==> config.mk <==
export PLATFORM = sky130hd
export DESIGN_NAME = smol_pc
export DESIGN_NICKNAME = d
export VERILOG_FILES = /design/src/rtl/smol_pc.sv
export SDC_FILE = /design/constraint.sdc
export NUM_CORES = 1
export LEC_CHECK = 0
export ABC_CLOCK_PERIOD_IN_PS = 3900
export CAP_MARGIN = 5
export CORE_AREA = 2 2 97 99
export CTS_CLUSTER_SIZE = 24
export DETAILED_ROUTE_END_ITERATION = 10
export DIE_AREA = 0 0 99 101
export PLACE_DENSITY = 0.78
export SLEW_MARGIN = 5
export SYNTH_ARGS = -nofsm -noshare
export SYNTH_HDL_FRONTEND = slang
export SYNTH_SLANG_ARGS = --single-unit
==> constraint.sdc <==
create_clock -name clk -period 3.9 [get_ports clk]
set_clock_uncertainty 0.1 [all_clocks]
set_input_delay 0.585 -clock clk [delete_from_list [all_inputs] [get_ports clk]]
set_output_delay 0.585 -clock clk [all_outputs]
set_load 0.005 [all_outputs]
==> src/rtl/smol_pc.sv <==
// -----------------------------------------------------------------------------
// smol_pc -- program-counter register for the smolCore fetch stage.
//
// On every rising clock edge outside reset, the block loads next_pc as given.
// It also drives status derived from that register for fetch and debug.
//
// Parameters
//   XLEN          width of pc / next_pc and the address outputs
//   RESET_VECTOR  value of pc (and prev_pc) while and after reset
//   CNT_W         width of the load counter
//
// Ports
//   clk            in   system clock, all state updates on its rising edge
//   rst            in   asynchronous active-high reset
//   next_pc        in   address captured on the next rising edge
//   pc             out  current program counter (registered)
//   pc_plus4       out  pc + 4, combinational, wraps modulo 2^XLEN
//   prev_pc        out  value pc held before the most recent load
//   pc_misaligned  out  combinational, high when pc[1:0] != 2'b00
//   pc_valid       out  high once at least one load has happened since reset
//   load_count     out  number of loads since reset, wraps after all-ones
// -----------------------------------------------------------------------------
module smol_pc #(
  parameter int                XLEN         = 32,
  parameter logic [XLEN-1:0]   RESET_VECTOR = '0,
  parameter int                CNT_W        = 32
) (
  input  logic             clk,
  input  logic             rst,
  input  logic [XLEN-1:0]  next_pc,
  output logic [XLEN-1:0]  pc,
  output logic [XLEN-1:0]  pc_plus4,
  output logic [XLEN-1:0]  prev_pc,
  output logic             pc_misaligned,
  output logic             pc_valid,
  output logic [CNT_W-1:0] load_count
);

  logic [XLEN-1:0]  pc_q,      pc_d;
  logic [XLEN-1:0]  prev_pc_q, prev_pc_d;
  logic             valid_q,   valid_d;
  logic [CNT_W-1:0] cnt_q,     cnt_d;

  // There is no enable or stall: every non-reset edge is a load. next_pc is
  // taken verbatim, so misaligned (or unknown) addresses pass straight through.
  always_comb begin
    pc_d      = next_pc;
    prev_pc_d = pc_q;
    valid_d   = 1'b1;
    cnt_d     = cnt_q + CNT_W'(1);
  end

  // An edge that arrives while rst is still high is a reset cycle, so the
  // first load happens on the first edge after rst has gone low.
  always_ff @(posedge clk or posedge rst) begin
    if (rst) begin
      pc_q      <= RESET_VECTOR;
      prev_pc_q <= RESET_VECTOR;
      valid_q   <= 1'b0;
      cnt_q     <= '0;
    end else begin
      pc_q      <= pc_d;
      prev_pc_q <= prev_pc_d;
      valid_q   <= valid_d;
      cnt_q     <= cnt_d;
    end
  end

  assign pc            = pc_q;
  assign prev_pc       = prev_pc_q;
  assign pc_valid      = valid_q;
  assign load_count    = cnt_q;
  // The carry out of the top bit is dropped on purpose; fetch only needs the
  // wrapped fall-through address.
  assign pc_plus4      = pc_q + XLEN'(4);
  assign pc_misaligned = |pc_q[1:0];

endmodule

# Word-level counts from Yosys, hierarchy flattened

Cells that the tools add are included.

Equal/unequal tests: 0
Magnitude comparators: 0
$mul: 0
Shift operators: 0
Reduce and logical (&&, ||, !) cells: 1
Bitwise operators: 0
Multiplexer cells: 0
Divide/modulo/power cells: 0
Add/sub/neg operators: 2

Operators with widths:

| cell                                                             | number |
|---|---|
| 32-bit by 1-bit adder with 32-bit output (second input constant) | 1 |
| 32-bit by 3-bit adder with 32-bit output (second input constant) | 1 |
| 2-bit OR reduction                                               | 1 |

Input bits: 34
ROM bits: 0
Output and inout port bits: 130
Word-level logic and storage cells: 7
Register bits: 97
Bits in writable memories: 0
Bits in latches: 0
Memories kept: 0

# Logic depth before layout (Yosys ltp)

Depth in word-level cells: 1
Mapped depth: 6
Gate-level depth less buffers: 5

# Worst setup path after synthesis

OpenSTA, ideal clock, no wires.

Path type: reg2out
From: register pc_q[2] (netlist: pc[2])
To: output port pc_plus4[12]
Arrival: 1.631 ns
Data required time: 3.215 ns
Stages on the path, launching flop included: 7
Setup slack: 1.584 ns
Path buffers: 1
Path through: dfrtp_1 > ha_1 > and3_1 > clkbuf_1 > nor2b_1 > and3_1 > xor2_1

Word-level cells in the longest chain between the ends: 1

Ends and longest elaborated chain:

| element                                  | RTL line | source |
|---|---|---|
| start, declared                          | 39       | `logic [XLEN-1:0] pc_q, pc_d;` |
| start signal, assigned                   | 62       | `pc_q <= pc_d;` |
| 32-bit by 3-bit adder with 32-bit output | 75       | `assign pc_plus4 = pc_q + XLEN'(4);` |
| end, declared                            | 32       | `output logic [XLEN-1:0] pc_plus4,` |

No other way between the ends.

# Worst setup path in the final report

Ends and elaborated chain as after synthesis.

==> impl_metrics.json <==
{
  "status": "finished, final reports clean",
  "setup_tns_ns": 0,
  "yosysWarnings": 0,
  "dr.first_iter.drc_count": 72,
  "fin_crit_sh_pct": 86.91,
  "overflow": 0,
  "cp.required_ns": 3.21,
  "p_total_mw": 2.052,
  "dp_cells": 543,
  "worstSetupEndpointType": "output pin",
  "rsz0062_at_grt": "no",
  "core_region_area_sq_um": 8977,
  "cts_setup_buffers": 0,
  "mostFrequentLayoutCells": "163 x clkdlybuf4s50_1, 97 x dfrtp_1, 37 x xnor2_1",
  "cts.repair.resized": 0,
  "holdBufCountCts": 0,
  "clockBufferDepth": 2,
  "cts_root_buf": "clkbuf_8",
  "place_ws_ns": 0.8600,
  "gp_congestion": 0.8129,
  "diodes": 0,
  "slew_headroom_pct": 56.60,
  "worst_ep_arrival_time_ns": 2.70,
  "die_area_sq_um": 9999,
  "worst_pin_slew_ns": 0.6461,
  "holdWs_ns": 0.3301,
  "grt_pass1_vias": 2662,
  "powerDensity_nw_per_um2": 366.5,
  "area_growth_pct": 56.47,
  "fmax_mhz": 295.0,
  "synth_cells": 271,
  "io_pins": 164,
  "grt_pass1_wl_mm": 14.17,
  "path_clk_slew_ns": 0.10,
  "wl_per_cell_microns": 15.82,
  "fin_area_sq_um": 5599,
  "ys_top_cells_by_area": "dfrtp_1 68%, xnor2_1 9.1%, xor2_1 5.1%, nand4_1 4.4%, and3_1 2.3%",
  "final_common_cell": "clkdlybuf4s50_1",
  "portBuffers": 163,
  "start_util_pct": 39.86,
  "cts_tree": "yes",
  "fin_ws_ns": 0.5107,
  "die_h_microns": 101,
  "finalSetupViolCount": 0,
  "drt_first_pass_iters": 4,
  "grt_max_degree": 49,
  "drt_wl_total_mm": 8.841,
  "hp-class": "flip-flop to flip-flop",
  "slew_viol_final": 0,
  "synth.cell_area_sq_um": 3578,
  "power_leakage_nw": 2.428,
  "synth_seq_area_share_pct": 67.83,
  "fin_util_pct": 62.37,
  "cp-start-kind": "flip-flop",
  "synth_top_area_share_pct": 67.83,
  "synth_nets": 307,
  "clock_latency_ns": 0.35,
  "antenna_left": 0,
  "fp-row-count": 35,
  "drc": 0,
  "cap_violations": 0,
  "synth.avg_cell_area_sq_um": 13.20,
  "die_w_microns": 99,
  "dpl.hpwl_mm": 6.727,
  "seqCellArea_sq_um": 2427,
  "fin_crit_ns": 3.389,
  "hold_viol": 0,
  "cts_buffers": 9,
  "fin_nets": 479,
  "yosys.cell_types.count": 23,
  "instances_no_fill": 559,
  "drive_above_1_share_pct": 5.357,
  "multiInputGateArea_sq_um": 1101,
  "antenna_found_initial": 0,
  "ir_worst_vdd_mv": 0.2411,
  "clkSinkCount": 97,
  "critPathMaxFanout": 9,
  "viasPerCell": 4.823,
  "placed_cell_area_sq_um": 5350,
  "grtUsageTotal_pct": 18.11,
  "synth_seq_cells": 97,
  "synth.largest_area_cell": "dfrtp_1",
  "nFillCells": 729,
  "via_count": 2696,
  "crit_type": "flip-flop to output pin",
  "htree_num_levels": 3
}
==> cells by family (layout without fill, tap and decap cells) <==
kind of cell,Yosys count,in the layout,share of synthesized area [%]
xor gates and xnor gates,58,58,14.20
adders and majority gates,2,2,0.6992
buffers and inverters,11,188,1.573
DFF,97,97,67.83
other,1,1,0.1048
and+or+nand+nor,102,102,15.59
==> sequential cells by signal, indices dropped and copies added, names as in the netlist <==
name / count
pc: 32
prev_pc: 32
load_count: 32
pc_valid: 1
==> power by group <==
part	internal (mW)	switching, mW	total [mW]
logic	0.131	0.0636	0.195
clock network	0.433	0.357	0.789
registers	1.04	0.0293	1.07
==> area by class of cell <==
class / instances / area share [%]
flip-flops and latches: 97 / 43.35
repair buffers: 167 / 29.68
multi-input cells: 163 / 19.66
well taps: 111 / 2.480
clock inverters: 7 / 2.235
clock buffers: 9 / 2.212
inverters: 5 / 0.3799
==> cells in the mapped netlist (all sizes together) <==
master	instances
buf	3
conb	1
or4	1
xnor2	37
xor2	21
and2	3
inv	5
nand4b	1
nand4	26
or2	1
and4	2
and3	13
nor2	9
nand2	17
nand3	16
dfrtp	97
nor3	8
nor2b	1
ha	2
nor4	4
clkbuf	3
==> layer usage <==
metal	vias to the layer above	track usage [%]	share of wire [%]
li1	1267	-	-
met1	1322	24.07	43
met2	103	30.25	51
met3	4	4.092	5.8
met4	0	4.742	0.63
met5	-	0	0
==> final timing paths <==
| path | cells after the start | to | startpoint | slack, ns |
|---|---|---|---|---|
| setup reg to reg | 4 | load_count[27]$_DFF_PP0_ | load_count[2]$_DFF_PP0_ | 1.72 |
| hold / removal | 0 | prev_pc[1]$_DFF_PP0_ | pc[1]$_DFF_PP0_ | 0.33 |
| min in group asynchronous | 2 | pc[28]$_DFF_PP0_ | rst | 0.55 |
| setup / recovery | 6 | pc_plus4[12] | pc[2]$_DFF_PP0_ | 0.51 |
| hold reg to reg | 0 | prev_pc[1]$_DFF_PP0_ | pc[1]$_DFF_PP0_ | 0.33 |
| max in group asynchronous | 3 | pc[4]$_DFF_PP0_ | rst | 2.36 |
==> worst max-delay path, stage by stage (launching register included) <==
cell and delay [ns]:
dfrtp_1 0.43, ha_1 0.20, and3_1 0.37, nor2b_1 0.45
and3_1 0.24, xor2_1 0.15, clkdlybuf4s50_1 0.52
(Power assumes the default switching activity.)
